$ cat src/rtl/pipe_register.sv
// pipe_register: multi-stage valid/ready pipeline register with bubble collapse and synchronous flush
module pipe_register #(
  parameter int WIDTH = 32,
  parameter int DEPTH = 1,
  parameter logic [WIDTH-1:0] RESET_VALUE = '0
) (
  input  logic                       clk,
  input  logic                       reset_n,
  input  logic                       flush,
  input  logic                       in_valid,
  output logic                       in_ready,
  input  logic [WIDTH-1:0]           in_data,
  output logic                       out_valid,
  input  logic                       out_ready,
  output logic [WIDTH-1:0]           out_data,
  output logic [$clog2(DEPTH+1)-1:0] count
);
  if (DEPTH < 1) begin : g_bad_depth
    $error("pipe_register: DEPTH must be >= 1");
  end
  logic [DEPTH-1:0] v, rdy;
  logic [DEPTH:0] vin;
  logic [WIDTH-1:0] data [DEPTH];
  logic [WIDTH-1:0] din [DEPTH+1];
  logic r;
  // a stage can load if it is empty or everything ahead of it can move
  always_comb begin
    r = out_ready;
    rdy = '0;
    for (int i = DEPTH-1; i >= 0; i--) begin
      r = !v[i] | r;
      rdy[i] = r;
    end
  end
  assign in_ready = rdy[0] & !flush;
  assign vin = {v, in_valid & in_ready};
  always_comb begin
    din[0] = in_data;
    for (int i = 0; i < DEPTH; i++) din[i+1] = data[i];
  end
  always_ff @(posedge clk or negedge reset_n)
    if (!reset_n) begin
      v <= '0;
      for (int i = 0; i < DEPTH; i++) data[i] <= RESET_VALUE;
    end else if (flush) begin
      v <= '0;
    end else begin
      for (int i = 0; i < DEPTH; i++)
        if (rdy[i]) begin
          v[i] <= vin[i];
          if (vin[i]) data[i] <= din[i];
        end
    end
  assign out_valid = v[DEPTH-1];
  assign out_data = data[DEPTH-1];
  assign count = $bits(count)'($countones(v));
endmodule

$ cat config.mk
export PLATFORM = sky130hd
export DESIGN_NAME = pipe_register
export DESIGN_NICKNAME = d
export VERILOG_FILES = /design/src/rtl/pipe_register.sv
export SDC_FILE = /design/constraint.sdc
export NUM_CORES = 1
export LEC_CHECK = 0
export BUFFER_PORTS_ARGS = -buffer_cell sky130_fd_sc_hd__buf_4
export CAP_MARGIN = 25
export CORE_MARGIN = 4
export CORE_UTILIZATION = 40
export CTS_CLUSTER_DIAMETER = 50
export DETAILED_ROUTE_END_ITERATION = 8
export MAX_ROUTING_LAYER = met4
export PLACE_DENSITY = 0.71
export SLEW_MARGIN = 20
export SYNTH_ARGS = -nofsm -noshare
export SYNTH_HDL_FRONTEND = slang
export SYNTH_SLANG_ARGS = --single-unit
$ cat constraint.sdc
create_clock -name clk -period 3.3 [get_ports clk]
set_input_delay 0.33 -clock clk [delete_from_list [all_inputs] [get_ports clk]]
set_output_delay 0.33 -clock clk [all_outputs]
set_load 0.005 [all_outputs]
Yosys cells after proc, flatten, opt, wreduce, memory -nomap -nowiden
Index checks and enable logic that the tools add are counted.

$add $sub $neg: 0. $mul: 0. Divide/modulo/power cells: 0. Magnitude comparators: 0. Equality and inequality tests: 0. Shift-type cells: 0. Mux-type cells: 2. Bitwise logic cells: 4. Reduce and logical (&&, ||, !) cells: 4.

Operator list (count): $reduce_and 3->1 (1); $and 1x1->1 (2); $logic_not 1->1 (2); $mux 1 (2); $reduce_bool 2->1 (1); $not 1->1 (1); $or 1x1->1 (1).

Register bits: 33. Bits in latches: 0. Memory bits (writable): 0. Memory bits (read-only): 0. Input bits: 37. Output and inout bits: 35. Word-level logic and storage cells: 12. Memories: 0.

Logic depth before layout (Yosys ltp)
Gate-level depths: netlist of run 1.

Word-level depth: 6. Mapped depth: 4.

Least setup slack after synthesis of run 1
Ideal clock, no wire load.

Kind: register -> register. Start point: register v (netlist: count). End point: register data (netlist bit out_data[0]). Library setup time: 0.125 ns. Arrival time: 1.312 ns. Slack: 1.863 ns. Stages on the path, launching flop included: 5. Path buffers: 1. Period minus slack after synthesis: 1.437 ns. Cell sequence: dfrtp_1 nor2b_4 nor3b_4 buf_6 mux2_2.

Word-level cells in the longest chain between the ends: 5.

RTL lines: start: declaration (line 21) `logic [DEPTH-1:0] v, rdy;`; start signal: indexed assignment (line 50) `v[i] <= vin[i];`; $logic_not 1->1 * (line 31) `r = !v[i] | r;`; $or 1x1->1 * (line 31); $and 1x1->1 (line 35) `assign in_ready = rdy[0] & !flush;`; $and 1x1->1 (line 36) `assign vin = {v, in_valid & in_ready};`; $reduce_and 3->1 (no line) *; end signal: indexed assignment (line 51) `if (vin[i]) data[i] <= din[i];`; end: declaration (line 23) `logic [WIDTH-1:0] data [DEPTH];`.

Every way passes the cells marked *; elsewhere a longest branch is shown, timed or not. A chain may end at the register's enable or synchronous reset.

Worst setup path in the final report of run 1
Start point: register v (netlist: count). End point: register data (netlist bit out_data[4]).

Same word-level chain as after synthesis.

==> metrics.yaml, run 1 <==
final_layout:
  area_growth_pct: 48.7
  fillers: 277
  antenna_cells: 0
  final_layout_size_suffix_gt1_frac: 0.747
  nets: 187
hold_path:
  hold_path_class: "input pin to flop"
  hold_path.startpoint: "flush"
  min_to: "count"
  worst_hold_path.num_cells: 2
clocking:
  cts_buffers: 5
  ctsResizeCount: 0
  path_clk_slew_ns: 0.09
  clk_latency_ns: 0.32
  cts_tree: "yes"
  clockRootBuffer: "clkbuf_4"
  ctsLongestPathBuffers: 2
  cts_setup_buffers: 0
  cts.sinks: 33
  h-tree-depth: 2
routing:
  ant_nets: 0
  vias_per_cell: 4.52
  first_pass_iters: 2
  vias: 876
  totalWireLength_um: 2690
  avgRoutedWirePerCell_um: 13.9
  drc: 0
  drt_iter0_drc: 24
global_routing:
  antenna_found_initial: 0
  grt_pass1_vias: 966
  grt_usage: 0.149
  grt_max_degree: 34
  overflow: 0
  grt_pass1_wl_um: 4510
synth:
  syn_avg_cell_area_sq_um: 17.2
  synth.cell_area_sq_mm: 0.00127
  ys_seq_area_frac: 0.650
  ys_warn_count: 0
  synth.largest_area_cell: "dfrtp_1"
  synth.area.top_cells: "dfrtp_1, mux2_2, buf_6, nor3b_4, nor2b_4"
  syn_nets: 111
  post-synth-top-area-fraction: 0.650
  synth_cell_types: 7
  ys_ff_latch: 33
  syn_inst: 74
timing:
  rsz0062_at_grt: "false"
  fin_skew_ns: 0.00464
  fmax_ghz: 0.621
  maxSlewHeadroom: 0.727
  drv_slew: 0
  worst_slack_ns: 1.69
  fin_crit_ns: 1.61
  hold_violations: 0
  post-route-period-util: 0.488
  tightest_slew_ns: 0.409
  fin_tns_setup_ns: 0
  setup_viol: 0
floorplan:
  start_util: 0.416
  die_y_um: 64.4
  die_area_sq_mm: 0.00414
  placementRows: 20
  core_area_sq_mm: 0.00305
  fp.dieW_um: 64.4
  io_pins: 72
setup_path:
  ff2ff_path_depth: 4
  critPathKind: "flop to flop"
  arrival_ns: 1.82
  crit_required_ns: 3.51
  rrSetupSlack_ns: 1.69
  reg2reg_to: "out_data[4]"
  end_kind: "flop"
  cp-start-kind: "flop"
  cp_max_fo: 32
  regToRegStartpoint: "count"
placement:
  io_buffers: 71
  gp_congestion: 0.700
  detailed_place_hpwl_um: 2010
  pre_cts_slack_ns: 1.70
power_and_ir_drop:
  leakagePower_nw: 0.908
  power_density_mw_per_mm2: 512
  ir_drop_mv: 0.245
status:
  status: "finished, final reports clean"
job:
  max-cap-violations: 0
==> routing by layer <==
metal | GRT usage | vias to the layer above | part of all wire
met3 | 0.0808 | 4 | 0.13
li1 | - | 408 | -
met1 | 0.158 | 411 | 0.38
met4 | 0.0475 | 0 | 0.0093
met2 | 0.237 | 53 | 0.48
met5 | - | - | 0
==> how the worst max path moves through the flow <==
stage | start | endpoint | slack [ns] | cells after the start
floorplan | count | out_data[0] | 1.86 | 4
detailed placement | count | out_data[4] | 1.70 | 4
global route | count | out_data[4] | 1.61 | 4
global placement | count | out_data[4] | 1.76 | 4
CTS | count | out_data[4] | 1.69 | 4
finish | count | out_data[4] | 1.69 | 4
==> through the flow <==
stage | hold slack [ns] | cells | cell area (sq um) | util | total power [W]
floorplan | 0.0344 | 74 | 1270 | - | 0.000598
finish | 0.192 | 194 | 1890 | 0.619 | 0.000969
CTS | 0.170 | 194 | 1890 | 0.619 | 0.000987
global placement | 0.288 | 186 | 1830 | 0.598 | 0.000751
global route | 0.159 | 194 | 1890 | 0.619 | 0.00104
detailed placement | 0.296 | 186 | 1830 | 0.598 | 0.000760
==> registers in the layout, summed over array words and instances, names as in the netlist <==
| name | count |
|---|---|
| out_data | 32 |
| count | 1 |
==> kinds of logic (layout without fill, tap and decap cells) <==
logic type | Yosys count | in the layout | synth area share
mux | 32 | 32 | 0.283
flops | 33 | 33 | 0.650
buf+inv | 4 | 80 | 0.0325
simple gates | 5 | 5 | 0.0344
==> cell type report <==
cell class | instances | area (sq um) | share of cell area
Sequential cell | 33 | 826 | 0.437
Timing Repair Buffer | 73 | 551 | 0.291
Multi-Input combinational cell | 37 | 404 | 0.214
Clock buffer | 7 | 55.1 | 0.0291
Tap cell | 44 | 55.1 | 0.0291
==> Yosys cell counts (all sizes together) <==
cell   count
dfrtp     33
nor3b      1
mux2      32
buf        4
nor2b      1
nor2       3
==> worst max-delay path: stages (launching register included) <==
cell and delay [ns]:
dfrtp_1 0.40, nor2b_4 0.15, nor3b_4 0.15, buf_4 0.38
mux2_2 0.39
==> cells in the final DEF, fill, tap and decap left out, drive strengths merged <==
cell type | netlist | final
mux2 | 32 | 32
nor2b | 1 | 1
nor3b | 1 | 1
dfrtp | 33 | 33
dlygate4sd3 | 0 | 1
clkbuf | 0 | 7
buf | 4 | 72
nor2 | 3 | 3
==> where the power goes <==
part	internal [W]	switching, W
Combinational	0.000166	0.0000750
Clock	0.000100	0.000121
Sequential	0.000472	0.0000348
Total	0.000738	0.000231
==> repair_timing <==
item                       CTS  global route
setup endpoints to repair    0             0
hold buffers                 1             0
hold endpoints to repair    33             0
Power figures use the tool's default switching activity.
==> run 2, diff against run 1 <==
Settings changed: CORE_UTILIZATION 40 to 39, PLACE_DENSITY 0.71 to 0.72.
Clock period 3.3 ns to 1.4 ns, I/O delays scaled along.
==> metrics.yaml, run 2 (synthesized netlist as in run 1, its figures left out) <==
floorplan:
  core_area_sq_mm: 0.00308
  placementRows: 20
  start_util: 0.413
  io_pins: 72
  die_area_sq_mm: 0.00424
  fp.dieW_um: 65.1
  die_y_um: 65.1
timing:
  worst_slack_ns: -0.0492
  rsz0062_at_grt: "true"
  fin_tns_setup_ns: -1.03
  post-route-period-util: 1.04
  fmax_ghz: 0.690
  hold_violations: 0
  setup_viol: 32
  fin_crit_ns: 1.45
  tightest_slew_ns: 0.401
  holdWs_ns: 0.0342
  maxSlewHeadroom: 0.732
  fin_skew_ns: 0.0110
  drv_slew: 0
final_layout:
  layout_common_cells: "buf_4, dfrtp_1, mux2_2"
  largest_reg_flops: 32
  final_common_cell: "buf_4"
  final_area_sq_mm: 0.00193
  antenna_cells: 0
  final_layout_size_suffix_gt1_frac: 0.748
  nets: 191
  area_growth_pct: 51.9
global_routing:
  grt_usage: 0.147
  overflow: 0
  grt_max_degree: 34
  antenna_found_initial: 0
  grt_pass1_vias: 979
  grt_pass1_wl_um: 4470
routing:
  vias: 909
  ant_nets: 0
  first_pass_iters: 3
  drt_iter0_drc: 23
  totalWireLength_um: 2760
  drc: 0
  avgRoutedWirePerCell_um: 13.9
  vias_per_cell: 4.57
clocking:
  clk_latency_ns: 0.33
  cts_tree: "yes"
  clockRootBuffer: "clkbuf_4"
  cts.sinks: 33
  ctsLongestPathBuffers: 2
  path_clk_slew_ns: 0.10
  cts_buffers: 5
  h-tree-depth: 2
setup_path:
  crit_buf_inv: 1
  cp_max_fo: 18
  crit_required_ns: 1.61
  cp-start-kind: "flop"
  arrival_ns: 1.66
  slowest_stage: "dfrtp_1"
  critPathKind: "flop to flop"
  max_stage_delay_ns: 0.39
  crit_chain: "nor2b_4 -> nor3b_4 -> buf_8 -> mux2_2"
  end_kind: "flop"
  critPathTopFamily: "flip-flops"
power_and_ir_drop:
  power_density_mw_per_mm2: 1170
  leakagePower_nw: 0.932
  ir_drop_mv: 0.675
status:
  status: "finished, violations left"
  violations: "negative setup slack"
hold_path:
  hold_path_class: "input pin to flop"
placement:
  io_buffers: 71
  gp_congestion: 0.711
  place_area_sq_mm: 0.00185
job:
  max-cap-violations: 0
[run 2: cell count changes in the layout (fill, tap and decap cells not counted)]
cell / change
buf_6: +1
dlygate4sd3_1: +1
buf_4: +1
buf_8: +1
clkinv_2: +2
clkbuf_8: -1
[run 2: per-stage QoR]
step	cells	power, W	utilization	worst slack, ns
after detailed placement	189	0.00180	0.600	-0.0665
after global placement	189	0.00178	0.600	-0.0138
after global routing	199	0.00241	0.627	-0.129
after CTS	199	0.00231	0.627	-0.0574
final	199	0.00227	0.627	-0.0492
after floorplan	74	0.00141	-	-0.0369
[run 2: power breakdown]
group          switching [W]  internal, W
clock network       0.000303     0.000191
registers          0.0000787      0.00111
logic               0.000181     0.000402
total               0.000562      0.00170
[run 2: cell type report]
type,count,area [sq um]
multi-input cells,37,404
clock inverters,2,10.0
clock buffers,6,41.3
flip-flops and latches,33,826
repair buffers,77,594
fillers,262,1150
well taps,44,55.1
[run 2: final timing paths]
kind | from | endpoint | slack [ns] | depth (start not counted)
max in group asynchronous | reset_n | out_data[19] | 0.82 | 2
max reg2reg | count | out_data[12] | -0.05 | 4
min in group asynchronous | reset_n | out_data[16] | 0.28 | 2
max | count | out_data[12] | -0.05 | 4
min | in_data[14] | out_data[14] | 0.03 | 2
min reg2reg | out_data[0] | out_data[0] | 0.51 | 1
[run 2: timing repair]
action,4_1_cts,5_1_grt
resized for setup,3,0
setup buffers,0,0
endpoints found under the setup margin,32,32
hold endpoints to repair,34,0
hold buffers,2,0
[run 2: routing by layer]
metal	vias to the layer above	global-route usage	part of all wire
li1	420	-	-
met1	432	0.162	0.39
met2	51	0.239	0.48
met3	6	0.0581	0.12
met4	0	0.0622	0.014
met5	-	-	0
==> run 3, diff against run 2 <==
Settings changed: CORE_ASPECT_RATIO from default to 1.4, CTS_CLUSTER_DIAMETER 50 to 80.
Clock period 1.4 ns to 1.31 ns, I/O delays scaled along.
==> metrics.yaml, run 3 (synthesized netlist as in run 1, its figures left out) <==
status:
  status: "finished, violations left"
  violations: "negative setup slack"
final_layout:
  final_util: 0.638
  antenna_cells: 0
  layout_common_cells: "buf_4, dfrtp_1, mux2_2"
  nets: 193
  largest_reg_flops: 32
  final_layout_size_suffix_gt1_frac: 0.764
  final_common_cell: "buf_4"
  area_growth_pct: 56.7
clocking:
  cts_tree: "yes"
  path_clk_slew_ns: 0.06
  cts_buffers: 5
  clockRootBuffer: "clkbuf_8"
  clk_latency_ns: 0.28
  h-tree-depth: 2
  cts.sinks: 33
  ctsLongestPathBuffers: 2
setup_path:
  slowest_stage: "dfrtp_1"
  ff2ff_path_depth: 5
  crit_required_ns: 1.47
  cp-start-kind: "flop"
  crit_chain: "nor2b_4 -> nor3b_4 -> buf_4 -> buf_12 -> mux2_2"
  arrival_ns: 1.60
  crit_buf_inv: 2
  critPathKind: "flop to flop"
  cp_max_fo: 14
  max_stage_delay_ns: 0.37
  end_kind: "flop"
  path_depth: 5
  critPathTopFamily: "flip-flops"
global_routing:
  antenna_found_initial: 0
  grt_pass1_wl_um: 4610
  grt_usage: 0.151
  grt_pass1_vias: 1028
  grt_max_degree: 34
  overflow: 0
hold_path:
  hold_path_class: "input pin to flop"
  worst_hold_path.num_cells: 2
routing:
  drc: 0
  first_pass_iters: 2
  avgRoutedWirePerCell_um: 14.6
  drt_iter0_drc: 8
  totalWireLength_um: 2860
  ant_nets: 0
  vias_per_cell: 4.62
  vias: 905
floorplan:
  start_util: 0.407
  placementRows: 24
  io_pins: 72
  fp.dieW_um: 56.3
  die_y_um: 75.6
  die_area_sq_mm: 0.00425
  core_area_sq_mm: 0.00312
timing:
  rsz0062_at_grt: "true"
  post-route-period-util: 1.10
  worst_slack_ns: -0.130
  fin_crit_ns: 1.44
  hold_violations: 0
  maxSlewHeadroom: 0.730
  fin_tns_setup_ns: -3.65
  fmax_ghz: 0.695
  fin_skew_ns: 0.00611
  drv_slew: 0
  tightest_slew_ns: 0.405
  setup_viol: 32
placement:
  io_buffers: 71
  gp_congestion: 0.664
  detailed_place_hpwl_um: 2140
power_and_ir_drop:
  leakagePower_nw: 0.964
  power_density_mw_per_mm2: 1320
  ir_drop_mv: 0.904
job:
  max-cap-violations: 0
==> run 3: final cells by class <==
| type | count | area (sq um) |
|---|---|---|
| clock buffers | 6 | 72.6 |
| clock inverters | 2 | 10.0 |
| fillers | 270 | 1130 |
| multi-input cells | 37 | 407 |
| flip-flops and latches | 33 | 826 |
| well taps | 39 | 48.8 |
| repair buffers | 79 | 628 |
==> run 3: stage by stage <==
step	total power (W)	area (sq um)	hold WS, ns	setup WS, ns	cells
floorplan	0.00151	1270	-0.165	-0.127	74
global placement	0.00191	1850	0.0846	-0.0814	184
detailed placement	0.00193	1850	0.0981	-0.127	184
CTS	0.00268	1990	0.0310	-0.125	196
global route	0.00278	1990	0.0352	-0.178	196
finish	0.00262	1990	0.0482	-0.130	196
==> run 3: path summary, 6_finish.rpt <==
| path | end | slack [ns] | startpoint |
|---|---|---|---|
| worst max-delay path | out_data[6] | -0.13 | count |
| worst min-delay path | count | 0.05 | flush |
| worst max register to register | out_data[6] | -0.13 | count |
| worst min register to register | out_data[2] | 0.51 | out_data[2] |
| max in group asynchronous | out_data[6] | 0.67 | reset_n |
| min in group asynchronous | out_data[20] | 0.35 | reset_n |
==> run 3: where the power goes <==
part	internal [W]	switching [W]
Clock	0.000367	0.000336
Sequential	0.00119	0.0000894
Combinational	0.000442	0.000195
==> run 3: what timing repair did <==
item,CTS,global route
gates resized for setup,1,1
endpoints found under the setup margin,32,33
gates cloned,1,0
setup buffers,2,0
hold buffers,1,0
hold endpoints to repair,33,0
==> run 3: routing by layer <==
layer,up-vias,part of all wire,global-route usage
met5,-,0,-
met4,0,0.019,0.0792
met3,5,0.080,0.0576
met2,39,0.56,0.261
met1,441,0.34,0.149
li1,420,-,-
